--- config.mk ---
export PLATFORM = sky130hd
export DESIGN_NAME = sdram_mem_arbiter
export DESIGN_NICKNAME = d
export VERILOG_FILES = /design/src/rtl/sdram_mem_arbiter.sv
export SDC_FILE = /design/constraint.sdc
export NUM_CORES = 1
export LEC_CHECK = 0
export CORE_AREA = 4 4 193 195
export CTS_CLUSTER_SIZE = 20
export DETAILED_ROUTE_END_ITERATION = 6
export DIE_AREA = 0 0 197 199
export GPL_TIMING_DRIVEN = 0
export PLACE_DENSITY = 0.77
export SYNTH_ARGS = -nofsm -noshare
export SYNTH_HDL_FRONTEND = slang
export SYNTH_SLANG_ARGS = --single-unit
--- constraint.sdc ---
create_clock -name clk -period 5.55 [get_ports clk]
set_clock_uncertainty 0.05 [all_clocks]
set_input_delay 0.555 -clock clk [delete_from_list [all_inputs] [get_ports clk]]
set_output_delay 0.555 -clock clk [all_outputs]
set_load 0.03 [all_outputs]
--- src/rtl/sdram_mem_arbiter.sv ---
// sdram_mem_arbiter: round-robin N-port arbiter for one SDRAM port with locked write bursts
// and an outstanding-read table that routes address-tagged read beats back to their owner.
module sdram_mem_arbiter #(
   parameter int NUM_PORTS       = 2,
   parameter int ADDR_WIDTH      = 32,
   parameter int DATA_WIDTH      = 64,
   parameter int BURST_LEN       = 4,
   parameter int MAX_OUTSTANDING = 4
) (
   input  logic                            clk,
   input  logic                            rst,
   input  logic [NUM_PORTS*ADDR_WIDTH-1:0] req_addr,
   input  logic [NUM_PORTS-1:0]            req_read,
   input  logic [NUM_PORTS-1:0]            req_write,
   input  logic [NUM_PORTS*DATA_WIDTH-1:0] req_wdata,
   output logic [NUM_PORTS-1:0]            req_ready,
   output logic [DATA_WIDTH-1:0]           rsp_rdata,
   output logic [ADDR_WIDTH-1:0]           rsp_raddr,
   output logic [NUM_PORTS-1:0]            rsp_rvalid,
   output logic [ADDR_WIDTH-1:0]           mem_addr,
   output logic                            mem_read,
   output logic                            mem_write,
   output logic [DATA_WIDTH-1:0]           mem_wdata,
   input  logic                            mem_ready,
   input  logic [DATA_WIDTH-1:0]           mem_rdata,
   input  logic [ADDR_WIDTH-1:0]           mem_raddr,
   input  logic                            mem_rvalid,
   output logic                            err_unmatched
);
   localparam int PW = NUM_PORTS > 1 ? $clog2(NUM_PORTS) : 1;
   localparam int TW = MAX_OUTSTANDING > 1 ? $clog2(MAX_OUTSTANDING) : 1;
   localparam int CW = BURST_LEN > 1 ? $clog2(BURST_LEN) : 1;
   localparam logic [CW-1:0] LAST = CW'(BURST_LEN - 1);

   typedef enum logic {IDLE, WBURST} state_t;
   state_t state;
   logic [PW-1:0] rr, lock_port, gnt, nxt;
   logic [ADDR_WIDTH-1:0] lock_addr, gnt_addr;
   logic [CW-1:0] beat;
   logic [MAX_OUTSTANDING-1:0] tv;
   logic [ADDR_WIDTH-1:0] ta [MAX_OUTSTANDING];
   logic [PW-1:0] tp [MAX_OUTSTANDING];
   logic [CW-1:0] tc [MAX_OUTSTANDING];
   logic [NUM_PORTS-1:0] rd_ok, elig;
   logic gnt_vld, gnt_wr, xfer, hit;
   logic [TW-1:0] hit_idx, free_idx;

   // A read may only issue when a slot is free and its address is not already in flight,
   // so every returning raddr identifies exactly one owner.
   always_comb begin
      rd_ok = '0;
      for (int p = 0; p < NUM_PORTS; p++) begin
         rd_ok[p] = ~&tv;
         for (int e = 0; e < MAX_OUTSTANDING; e++)
            if (tv[e] && ta[e] == req_addr[p*ADDR_WIDTH +: ADDR_WIDTH]) rd_ok[p] = 1'b0;
      end
   end

   always_comb begin
      elig = '0;
      for (int p = 0; p < NUM_PORTS; p++)
         elig[p] = state == WBURST ? req_write[p] && PW'(p) == lock_port
                                   : req_write[p] | (req_read[p] & rd_ok[p]);
   end

   always_comb begin
      gnt_vld = 1'b0;
      gnt = '0;
      for (int k = NUM_PORTS - 1; k >= 0; k--)
         if (rst && elig[PW'((int'(rr) + k) % NUM_PORTS)]) begin
            gnt_vld = 1'b1;
            gnt = PW'((int'(rr) + k) % NUM_PORTS);
         end
   end

   always_comb begin
      hit = 1'b0;
      hit_idx = '0;
      free_idx = '0;
      for (int e = MAX_OUTSTANDING - 1; e >= 0; e--) begin
         if (!tv[e]) free_idx = TW'(e);
         if (tv[e] && ta[e] == mem_raddr) begin
            hit = 1'b1;
            hit_idx = TW'(e);
         end
      end
   end

   assign gnt_wr    = req_write[gnt];
   assign gnt_addr  = req_addr[gnt*ADDR_WIDTH +: ADDR_WIDTH];
   assign nxt       = gnt == PW'(NUM_PORTS - 1) ? '0 : gnt + 1'b1;
   assign xfer      = gnt_vld & mem_ready;
   assign mem_write = gnt_vld & gnt_wr;
   assign mem_read  = gnt_vld & ~gnt_wr;
   assign mem_addr  = !gnt_vld ? '0 : state == WBURST ? lock_addr : gnt_addr;
   assign mem_wdata = mem_write ? req_wdata[gnt*DATA_WIDTH +: DATA_WIDTH] : '0;
   assign req_ready = xfer ? NUM_PORTS'(1) << gnt : '0;

   always_ff @(posedge clk or negedge rst) begin
      if (!rst) begin
         state <= IDLE;
         rr <= '0;
         lock_port <= '0;
         lock_addr <= '0;
         beat <= '0;
         tv <= '0;
         rsp_rvalid <= '0;
         rsp_rdata <= '0;
         rsp_raddr <= '0;
         err_unmatched <= 1'b0;
         for (int e = 0; e < MAX_OUTSTANDING; e++) begin
            ta[e] <= '0;
            tp[e] <= '0;
            tc[e] <= '0;
         end
      end else begin
         rsp_rvalid <= '0;
         if (xfer && gnt_wr) begin
            if (state == IDLE) begin
               lock_port <= gnt;
               lock_addr <= gnt_addr;
            end
            if (beat == LAST) begin
               state <= IDLE;
               beat <= '0;
               rr <= nxt;
            end else begin
               state <= WBURST;
               beat <= beat + 1'b1;
            end
         end
         if (xfer && !gnt_wr) begin
            rr <= nxt;
            tv[free_idx] <= 1'b1;
            ta[free_idx] <= gnt_addr;
            tp[free_idx] <= gnt;
            tc[free_idx] <= '0;
         end
         // Free and allocate never touch the same slot: allocation only picks an invalid one.
         if (mem_rvalid) begin
            if (hit) begin
               rsp_rvalid <= NUM_PORTS'(1) << tp[hit_idx];
               rsp_rdata <= mem_rdata;
               rsp_raddr <= mem_raddr;
               tc[hit_idx] <= tc[hit_idx] + 1'b1;
               if (tc[hit_idx] == LAST) tv[hit_idx] <= 1'b0;
            end else begin
               err_unmatched <= 1'b1;
            end
         end
      end
   end
endmodule

### Yosys cells after proc, flatten, opt, wreduce, memory -nomap -nowiden

Cells that the tools add are included.

* add/subtract/negate cells: 4
* order comparisons: 11
* equal/unequal tests: 10
* shifts and indexed selects: 4
* multiplexer cells: 67
* bitwise operators: 16
* reductions and logical operators: 26

Operator list (count)
* 32-bit equality test: 8
* 128-bit bitwise mux: 1
* 128-bit by 8-bit variable part select with 64-bit output: 1
* 32-bit two-way mux: 3
* 32-bit demux with 2-bit select: 1
* 64-bit two-way mux: 1
* 64-bit by 7-bit variable part select with 32-bit output: 1
* 2-bit two-way mux: 16
* 1-bit two-way mux: 29
* 8-bit two-way mux: 3
* 1-bit logical AND: 17
* 4-bit two-way mux: 4
* 8-bit bitwise AND: 1
* 8-bit bitwise mux: 1
* 2-bit demux with 2-bit select: 2
* 8-bit inverter: 1
* 2-bit AND reduction: 4
* 1-bit demux with 2-bit select: 3
* 3-bit greater-or-equal comparator (second input constant): 2
* 1-bit by 3-bit less-than comparator with 1-bit output (second input constant): 2
* 2-bit by 3-bit less-than comparator with 1-bit output (second input constant): 2
* 3-bit by 1-bit less-than comparator with 1-bit output (second input constant): 2
* 2-bit inverter with 3-bit output: 2
* 2-bit by 1-bit adder with 2-bit output (second input constant): 2
* 17 further kinds: 29

* register bits: 280
* input bits: 296
* output and inout bits: 199
* word-level logic and storage cells: 160

### Logic depth before layout (Yosys ltp)

Gate-level depths: netlist of the first run.

* depth after elaboration: 23
* depth in mapped cells: 14
* gate-level depth less buffers: 12

### Worst setup path before layout of the first run

OpenSTA, ideal clock, no wires.

* path kind: in2out
* from: input port req_addr[29]
* to: output port mem_addr[10]
* arrival time: 2751 ps
* data required time: 4945 ps
* path slack: 2194 ps
* stages on the path: 12
* path buffers: 5
* cells stage by stage: clkbuf_1 -> xnor2_1 -> o2111ai_1 -> nor4_1 -> nand3_1 -> o2111ai_1 -> o21a_1 -> buf_2 -> clkbuf_1 -> clkbuf_1 -> buf_2 -> nor2_1

* word-level cells in the longest chain between the ends: 17
* elaborated cells on any way between the ends: 28
* classes of those cells: eq/ne: 4; shift: 1; mux: 15; bitwise: 2; reduce/logical: 6

RTL lines
* start: declaration: line 12 `input logic [NUM_PORTS*ADDR_WIDTH-1:0] req_addr,`
* 32-bit equality test: line 55 `if (tv[e] && ta[e] == req_addr[p*ADDR_WIDTH +: ADDR_WIDTH]) rd_ok[p] = 1'b0;`
* 1-bit logical AND: line 55
* 1-bit two-way mux (3 in series): line 55
* 1-bit two-way mux (*): line 55
* 1-bit bitwise AND (*): line 63 `: req_write[p] | (req_read[p] & rd_ok[p]);`
* 1-bit OR (*): line 63
* 1-bit two-way mux (*): line 62 `elig[p] = state == WBURST ? req_write[p] && PW'(p) == lock_port`
* 1-bit two-way mux (not written as such) (2 in series): line 70 `if (rst && elig[PW'((int'(rr) + k) % NUM_PORTS)]) begin`
* 1-bit logical AND: line 70
* 1-bit two-way mux (2 in series): line 70
* 64-bit by 7-bit variable part select with 32-bit output: line 90 `assign gnt_addr = req_addr[gnt*ADDR_WIDTH +: ADDR_WIDTH];`
* 32-bit two-way mux
* 32-bit two-way mux (*): line 95 `assign mem_addr = !gnt_vld ? '0 : state == WBURST ? lock_addr : gnt_addr;`
* end: declaration: line 20 `output logic [ADDR_WIDTH-1:0] mem_addr,`

Mark *: on every way between the ends. The rest lies on a longest branch, timed or not. The select of a mux whose other input is x is not followed.

### Worst setup path in the final report of the first run

* from: register ta[25] in the netlist's numbering
* to: output port mem_addr[19]

* word-level cells in the longest chain between the ends: 14
* elaborated cells on any way between the ends: 19
* classes of those cells: eq/ne: 1; shift: 1; mux: 12; bitwise: 2; reduce/logical: 3

RTL lines
* start: declaration: line 41 `logic [ADDR_WIDTH-1:0] ta [MAX_OUTSTANDING];`
* start signal: indexed assignment: line 135 `ta[free_idx] <= gnt_addr;`
* 32-bit equality test (*): line 55
* 1-bit logical AND (*): line 55
* 1-bit two-way mux (*): line 55
* 1-bit bitwise AND (*): line 63
* 1-bit OR (*): line 63
* 1-bit two-way mux (*): line 62
* 1-bit two-way mux (not written as such) (2 in series): line 70
* 1-bit logical AND: line 70
* 1-bit two-way mux (2 in series): line 70
* 64-bit by 7-bit variable part select with 32-bit output: line 90
* 32-bit two-way mux
* 32-bit two-way mux (*): line 95

Marks and branches as above.

==> results.py, run 1 <==
metrics = {
    "place": {
        "dp_hpwl_mm": 67.1,
        "postPlaceCellArea_mm2": 0.0209,
        "io_buffer_count": 429,
        "routabilityCongestion": 1.09,
        "dpl_worst_slack_ns": -0.454,
    },
    "logic_synthesis": {
        "yosysWarnings": 0,
        "ys_seq_elements": 280,
        "synth_cell_types": 54,
        "synth_edf_count": 0,
        "async_reset_ff_share_pct": 100,
        "syn_avg_cell_area_um2": 9.92,
        "synthFlopType": "dfrtp_1",
        "synth_area_mm2": 0.0159,
        "ys_seq_area_share_pct": 44.0,
        "syn_nets": 1903,
        "netlist_instances": 1605,
    },
    "sta": {
        "whs_ns": 0.238,
        "post-route-period-util_pct": 97.1,
        "max_slew_margin_pct": 11.4,
        "setup_ws_ns": 0.160,
        "max_freq_mhz": 186,
        "tightest_slew_ns": 1.32,
        "slew_viol_final": 0,
        "finalHoldViolCount": 0,
        "setup_violations": 0,
        "layout_min_cycle_time_ns": 5.39,
        "grt_setup_unrepaired": "no",
    },
    "layout": {
        "nNetsFinal": 2368,
        "stdcell_area_mm2": 0.0220,
        "area_delta_synth_final_pct": 38.1,
        "regArea_mm2": 0.00701,
        "drive_gt1_share_pct": 9.51,
        "multiInputGateArea_mm2": 0.00820,
        "nFillCells": 2968,
    },
    "route": {
        "post_drt_wl_per_cell_um": 32.8,
        "vias": 16179,
        "wirelength_mm": 84.1,
        "antenna_left": 0,
        "post-route-drc-count": 0,
        "drt_iter0_drc": 2018,
        "via_per_inst": 6.31,
        "dr.pass1.iters": 6,
    },
    "pwr": {
        "powerDensity_mw_per_mm2": 439,
        "p_leak_uw": 0.00906,
        "ir_drop_mv": 0.335,
    },
    "worst_setup_path": {
        "start_kind": "flip-flop",
        "critPathRequiredTime_ns": 4.95,
        "critical_path_class": "reg -> out",
        "worstPathMaxFanout": 18,
        "r2r_cells": 7,
        "endpoint_kind": "output port",
        "worstPathArrival_ns": 4.78,
    },
    "global_route": {
        "grt_pass1_vias": 15916,
        "overflow": 0,
        "grt_antenna_before_repair": 8,
        "grt_max_degree": 120,
        "grt_pass1_wl_mm": 117,
        "track_usage_pct": 41.1,
    },
    "clocking": {
        "cts_tree": "built",
        "cts_setup_buffers": 0,
        "clkTransAtPathRegs_ns": 0.06,
        "htree_levels": 1,
        "clockBufferDepth": 3,
        "cts.sinks": 280,
        "cts_buffers": 30,
        "cts_root_buf": "clkbuf_16",
        "insertion_delay_ns": 0.58,
    },
    "run": {
        "drv_cap": 0,
    },
    "floorplan": {
        "die-area_mm2": 0.0392,
        "fp.coreArea_mm2": 0.0354,
        "die_h_um": 199,
        "fp.dieW_um": 197,
        "num_io_pins": 495,
        "initial_utilization_pct": 45.0,
        "row_count": 69,
    },
    "outcome": {
        "status": "complete, no violations",
    },
    "worst_hold_path": {
        "min_path_type": "in -> reg",
        "worstHoldPathCells": 2,
    },
}
[routing by layer]
metal	track usage (%)	up-vias	routed length [µm]
li1	-	6760	-
met1	54.8	8045	33100
met2	62.2	1159	37000
met3	13.1	213	9780
met4	16.9	2	4100
met5	1.23	-	62
[path summary, 6_finish.rpt]
kind,to,slack (ns),start
min in group asynchronous,lock_addr[17],0.58,rst
setup / recovery,mem_addr[19],0.16,ta[25]
max in group asynchronous,tc[7],4.26,rst
hold reg to reg,err_unmatched,0.45,err_unmatched
setup reg to reg,ta[78],1.13,rr
hold / removal,rsp_raddr[25],0.24,mem_raddr[25]
[cell usage after synthesis, types with 2 or more instances]
cell type / count / area share, %
nor3_1: 16 / 0.50
or2_2: 2 / 0.079
nor2b_1: 2 / 0.079
a31oi_1: 164 / 6.4
clkbuf_1: 131 / 3.1
mux2_2: 74 / 5.2
dfrtp_1: 280 / 44
inv_1: 16 / 0.38
buf_2: 19 / 0.60
nand2b_1: 10 / 0.39
and3_1: 5 / 0.20
xnor2_1: 137 / 7.5
o2111ai_1: 2 / 0.11
nor4_1: 30 / 1.2
buf_1: 13 / 0.31
nand3_1: 51 / 1.6
nand2_1: 13 / 0.31
nand4_1: 33 / 1.3
o22a_1: 2 / 0.11
o21ai_0: 47 / 1.5
o22ai_1: 2 / 0.079
mux2_4: 28 / 2.6
mux2i_1: 38 / 2.4
a21oi_1: 196 / 6.2
nor4b_1: 2 / 0.11
a22o_1: 64 / 3.5
buf_6: 5 / 0.35
a211o_1: 2 / 0.11
nor3b_1: 2 / 0.094
and2_1: 5 / 0.20
ha_1: 2 / 0.16
nor2_1: 78 / 1.8
xor2_1: 113 / 6.2
[per-stage QoR]
step / setup TNS [ns] / power (µW) / cells / util (%)
after floorplan: 0 / 5480 / 1605 / -
after global placement: -4498.44 / 7290 / 2495 / 58.7
after detailed placement: -12.21 / 7340 / 2498 / 59.0
after CTS: 0 / 9490 / 2554 / 62.0
after global routing: 0 / 9960 / 2561 / 62.1
final: 0 / 9660 / 2562 / 62.1
[cell families after synthesis]
kind of cell	Yosys count	synth area share, %
mux	140	10.3
compound gates	492	18.7
simple gates	256	8.35
flops	280	44.0
fa+ha+maj	2	0.157
xor+xnor	250	13.8
buf+inv	185	4.75
[area by class of cell]
type	instances	area share, %
tap	461	2.62
buffer	167	3.15
clock buffer	45	3.94
inverter	17	0.290
timing repair buffer	434	20.0
antenna	8	0.0910
clock inverter	10	0.768
multi-input combinational	1140	37.3
sequential	280	31.9
[cells in the final DEF (no fill, tap or decap), drive strengths merged, types with 2 or more instances in the layout]
cell and instances:
clkinv 6, nand4 34, a211o 2, nor3b 2, clkdlybuf4s50 428, xor2 113
a22o 64, nand2 14, nand3 51, a21oi 196, mux2 102, diode 8
nor2 78, inv 17, bufinv 4, or4b 2, and2 5, o2111ai 2
ha 2, a31oi 164, nor4 31, and3 5, o22a 2, nor4b 2
mux2i 38, nor3 17, o22ai 2, nand2b 10, or2 2, buf 40
o21ai 48, clkbuf 177, dfrtp 280, xnor2 137, nor2b 2
[worst max-delay path: stages (launching register included)]
cell,delay [ns]
dfrtp_1,0.47
xor2_1,0.24
nor4_2,0.46
nand4_1,0.31
nor4_2,0.35
a211o_1,0.34
o21a_1,0.14
buf_2,0.39
clkbuf_2,0.42
buf_2,0.38
nor2_1,0.09
clkdlybuf4s50_1,0.63
[what timing repair did]
item	4_1_cts	5_1_grt
gates resized for setup	4	6
hold buffers	2	0
hold endpoints to repair	79	0
setup endpoints to repair	37	5
[power by group]
group | switching [µW] | internal, µW | total [µW]
logic | 2510 | 1520 | 4030
registers | 884 | 2620 | 3500
clock network | 868 | 1260 | 2130
total | 4260 | 5400 | 9660
[sequential cells by signal, indices dropped and copies added, names as in the netlist]
register,cells
state,1
err_unmatched,1
lock_addr,32
beat,2
tc,8
rsp_rdata,64
lock_port,1
tv,4
tp,4
rr,1
rsp_raddr,32
rsp_rvalid,2
ta,128
Note: power is estimated with default switching activity, not from simulation.
==> run 2, diff against run 1 <==
- CELL_PAD_IN_SITES_DETAIL_PLACEMENT: not set -> 1
- CELL_PAD_IN_SITES_GLOBAL_PLACEMENT: not set -> 1
- CORE_AREA: 4 4 193 195 -> not set
- CORE_MARGIN: not set -> 4
- CORE_UTILIZATION: not set -> 39
- DIE_AREA: 0 0 197 199 -> not set
- PLACE_DENSITY: 0.77 -> not set
- PLACE_DENSITY_LB_ADDON: not set -> 0.1
==> results.py, run 2 (same netlist as run 1, synthesis figures left out) <==
metrics = {
    "outcome": {
        "status": "complete, no violations",
    },
    "route": {
        "dr.pass1.iters": 5,
        "post_drt_wl_per_cell_um": 31.3,
        "via_per_inst": 5.98,
        "vias": 15679,
        "post-route-drc-count": 0,
        "antenna_left": 0,
        "drt_iter0_drc": 1634,
        "wirelength_mm": 82.1,
    },
    "layout": {
        "area_delta_synth_final_pct": 38.5,
        "mostFrequentLayoutCell": "clkdlybuf4s50_1",
        "largest_register": "ta",
        "drive_gt1_share_pct": 9.54,
        "largest_reg_flops": 128,
        "layout_common_cells": "clkdlybuf4s50_1 (428), dfrtp_1 (280), a21oi_1 (196)",
        "final_cell_count_no_fill": 2622,
        "nNetsFinal": 2369,
        "largestRegisters": "ta (128), rsp_rdata (64)",
        "stdcell_area_mm2": 0.0220,
    },
    "run": {
        "drv_cap": 0,
    },
    "place": {
        "io_buffer_count": 429,
        "dp.cells": 2563,
        "dp_hpwl_mm": 66.6,
        "dpl_worst_slack_ns": -0.545,
        "routabilityCongestion": 1.02,
        "postPlaceCellArea_mm2": 0.0210,
    },
    "worst_setup_path": {
        "path_buf_inv": 4,
        "endpoint_kind": "output port",
        "cpPeakStageDelay_ns": 0.68,
        "worstPathArrival_ns": 4.75,
        "crit_chain": "xor2_1, nor4_1, nand4_1, nor4_4, a211o_1, o21a_1, buf_2, clkbuf_4, buf_2, nor2_1, clkdlybuf4s50_1",
        "crit_path_frequent_cell": "buf_2",
        "cp_slowest_cell": "clkdlybuf4s50_1",
        "critical_path_class": "reg -> out",
        "critical-path-top-delay-family": "buffers and inverters",
        "start_kind": "flip-flop",
        "critPathRequiredTime_ns": 4.95,
        "worstPathMaxFanout": 18,
    },
    "global_route": {
        "overflow": 0,
        "grt_pass1_wl_mm": 117,
        "grt_pass1_vias": 16161,
        "track_usage_pct": 35.6,
        "grt_max_degree": 122,
        "grt_antenna_before_repair": 5,
    },
    "pwr": {
        "powerDensity_mw_per_mm2": 434,
        "ir_drop_mv": 0.232,
        "p_leak_uw": 0.00906,
    },
    "sta": {
        "setup_violations": 0,
        "fin_tns_setup_ns": 0,
        "finalHoldViolCount": 0,
        "setup_ws_ns": 0.193,
        "tightest_slew_ns": 1.20,
        "grt_setup_unrepaired": "no",
        "max_slew_margin_pct": 20.2,
        "post-route-period-util_pct": 96.5,
        "slew_viol_final": 0,
        "layout_min_cycle_time_ns": 5.36,
        "max_freq_mhz": 187,
    },
    "clocking": {
        "cts_buffers": 31,
        "cts_setup_buffers": 0,
        "clockBufferDepth": 3,
        "cts.sinks": 280,
        "cts_root_buf": "clkbuf_16",
        "htree_levels": 1,
        "cts_tree": "built",
        "clkTransAtPathRegs_ns": 0.06,
        "insertion_delay_ns": 0.59,
    },
    "floorplan": {
        "row_count": 73,
        "fp.dieW_um": 210,
        "die_h_um": 210,
        "die-area_mm2": 0.0441,
        "fp.coreArea_mm2": 0.0400,
        "initial_utilization_pct": 39.8,
        "num_io_pins": 495,
    },
    "worst_hold_path": {
        "min_path_type": "in -> reg",
    },
}
==> run 2: final timing paths <==
| check | startpoint | end | slack [ns] | cells past startpoint |
|---|---|---|---|---|
| worst max-delay path | ta[7] | mem_addr[26] | 0.19 | 11 |
| worst min-delay path | mem_raddr[25] | rsp_raddr[25] | 0.24 | 2 |
| worst max register to register | ta[120] | tc[1] | 1.28 | 11 |
| worst min register to register | err_unmatched | err_unmatched | 0.44 | 1 |
| max in group asynchronous | rst | rsp_rdata[0] | 3.95 | 3 |
| min in group asynchronous | rst | lock_addr[15] | 0.47 | 2 |
==> run 2: through the flow <==
stage          utilization (%)  hold slack (ns)  total power (µW)
3_5_place_dp              52.4            0.428              7280
6_report                  55.1            0.240              9560
5_1_grt                   55.1            0.232              9930
3_3_place_gp              52.2            0.417              7180
4_1_cts                   55.1            0.207              9460
2_1_floorplan                -            0.209              5480
==> run 2: power by group <==
part / internal [µW] / switching, µW
clock: 1270 / 879
combinational: 1520 / 2300
sequential: 2610 / 975
==> run 2: layer usage <==
metal,routed length (µm),global-route usage (%),up-vias
met3,6900,7.41,127
met5,19,0,-
li1,-,-,6755
met4,2580,9.38,2
met2,37900,57.1,763
met1,34700,49.6,8032
==> run 2: what timing repair did <==
item / 4_1_cts / 5_1_grt
resized for setup: 4 / 3
hold buffers: 1 / 0
hold endpoints to repair: 65 / 0
pin swaps: 0 / 0
endpoints found under the setup margin: 33 / 52
==> run 2: area by class of cell <==
| cell class | count | area, µm² |
|---|---|---|
| multi-input combinational | 1140 | 8190 |
| inverter | 17 | 63.8 |
| antenna | 1 | 2.50 |
| sequential | 280 | 7010 |
| timing repair buffer | 434 | 4380 |
| buffer | 167 | 693 |
| tap | 525 | 657 |
| clock buffer | 45 | 908 |
| clock inverter | 13 | 154 |
| fill | 4477 | 18000 |
==> run 3, diff against run 2 <==
- CELL_PAD_IN_SITES_DETAIL_PLACEMENT: 1 -> not set
- CELL_PAD_IN_SITES_GLOBAL_PLACEMENT: 1 -> not set
- CORE_AREA: not set -> 4 4 193 195
- CORE_MARGIN: 4 -> not set
- CORE_UTILIZATION: 39 -> not set
- DIE_AREA: not set -> 0 0 197 199
- PLACE_DENSITY: not set -> 0.77
- PLACE_DENSITY_LB_ADDON: 0.1 -> not set
==> results of run 3 <==
The final DEF is identical to that of run 1; final timing and power are the same.
==> RTL change, RTL diff (flow settings as in run 1) <==
Change the parameter `DATA_WIDTH` from 64 to 60.
--- a/src/rtl/sdram_mem_arbiter.sv
+++ b/src/rtl/sdram_mem_arbiter.sv
@@ -5,3 +5,3 @@
    parameter int ADDR_WIDTH      = 32,
-   parameter int DATA_WIDTH      = 64,
+   parameter int DATA_WIDTH      = 60,
    parameter int BURST_LEN       = 4,
Ports: changed (resized mem_rdata, mem_wdata, req_wdata and rsp_rdata); port bits go from 495 to 475. The function was not compared with the original's and may differ.
==> RTL change against run 1 <==
- combinational power shrank 47%
- synthesized area shrank 0.72%
- clock power shrank 8%
- cell area shrank 2.2%
- critical path depth grew 1
- routed wire length shrank 32%
- non-clock buffer count shrank 73
- power shrank 32%
- die area is the same
- worst setup slack gained 0.049 ns
- via count shrank 24%
- sequential cell count shrank 4
- critical endpoint is now mem_wdata[19]
- largest cell class unchanged
==> RTL change: results (changes against run 1) <==
GRT_USAGE=0.2769  # -0.1341
NONCLOCKINVERTERCOUNT=13  # -4
NON_CLOCK_BUFFER_COUNT=528  # -12%
SEQUENTIALPOWERSHARE=0.377  # +0.015
OUTCOME='completed'
WORST_IR_DROP_VDD_V=0.0002606  # -22%
NUMBER_OF_GLOBAL_ROUTE_VIAS_BEFORE_REPAIR=12830  # -19%
POSTCTSHOLDBUFS=1  # -1
SYNTH_AREA_LEADERS='sky130_fd_sc_hd__dfrtp_1 44%, sky130_fd_sc_hd__mux2_2 14%, sky130_fd_sc_hd__xor2_1 7.7%'
END_OF_THE_WORST_REGISTER_TO_REGISTER_PATH='ta[14]$_DFFE_PN0P_'
SHARE_OF_FINAL_LAYOUT_CELL_AREA_TAKEN_BY_CLOCK_BUFFERS_AND_INVERTERS=0.04519  # -0.001906
WORST-R2R-SETUP-SLACK_NS=1.67  # +0.54 ns
ROUTED-WL-MET2_UM=26440  # -29%
ANTENNA_CELLS=5  # -3
GRTUSAGEMET1=0.3766  # -0.1713
CP_DATA_ARRIVAL_TIME_NS=4.74  # -0.04 ns
GRT_FIRST_PASS_WIRELENGTH_UM=81900  # -30%
SWITCHING_SHARE=0.3346  # -0.1061
MET3_LENGTH_UM=4493  # -54%
SEQUENTIAL_CELL_AREA_UM2=6907  # -1.4%
GRTUSAGEMET2=0.4437  # -0.1784
ROUTE.FINAL.WIRE_LENGTH_UM=57100  # -32%
POWER.STATIC_LEAKAGE_nW=9.787  # +8.1%
MAX_STAGE_DELAY_NS=0.74  # +0.11 ns
DETAIL_ROUTE.ITER0.VIOLATIONS=745  # -63%
MULTI_INPUT_LOGIC_AREA_UM2=8147  # -0.67%
PORT-BUFFER-COUNT=407  # -5.1%
SYN-NUM-NETS=1610  # -15%
CP-STARTPOINT='ta[123]$_DFFE_PN0P_'
FRACTION_OF_FINAL_LAYOUT_CELLS_WITH_DRIVE_STRENGTH_GREATER_THAN_1=0.1941  # +0.09899
GRT_START_MAX_NET_PINS=123  # +2.5%
==> RTL change: cell count changes in the layout (fill, tap and decap cells not counted), moves of 34 or more <==
cell	change
sky130_fd_sc_hd__a22o_1	-63
sky130_fd_sc_hd__nand3_1	-34
sky130_fd_sc_hd__o21ai_0	-41
sky130_fd_sc_hd__a31oi_1	-159
sky130_fd_sc_hd__clkbuf_1	-81
sky130_fd_sc_hd__mux2_1	+70
sky130_fd_sc_hd__a21oi_1	-191
sky130_fd_sc_hd__mux2_2	+119
==> RTL change: worst min-delay path by stage <==
stage,start,to,cells past startpoint
finish,mem_ready,rr$_DFFE_PN0P_,2
floorplan,rst,beat[0]$_DFFE_PN0P_,0
detailed placement,rst,rsp_rdata[59]$_DFFE_PN0P_,1
global route,mem_ready,rr$_DFFE_PN0P_,2
CTS,mem_ready,rr$_DFFE_PN0P_,2
global placement,err_unmatched$_DFFE_PN0P_,err_unmatched$_DFFE_PN0P_,1
==> RTL change: stage by stage <==
stage | setup TNS [ns] | worst slack [ns] | utilization | std cells | cell area [um2]
after global routing | 0 | 0.1605 | 0.6076 | 2252 | 21510
after detailed placement | 0 | 0.6857 | 0.5797 | 2194 | 20520
after floorplan | 0 | 1.982 | - | 1324 | 15810
after CTS | 0 | 0.3692 | 0.6074 | 2249 | 21500
final | 0 | 0.2093 | 0.6078 | 2254 | 21510
after global placement | -4626.25 | -9.673 | 0.5780 | 2192 | 20460
==> RTL change: cell families after synthesis <==
| logic type | share of synthesized area |
|---|---|
| muxes | 0.2526 |
| AOI/OAI and AO/OA | 0.03499 |
| buffers and inverters | 0.04773 |
| adders and majority gates | 0.001583 |
| DFF | 0.4369 |
| and+or+nand+nor | 0.08438 |
| xor gates and xnor gates | 0.1418 |
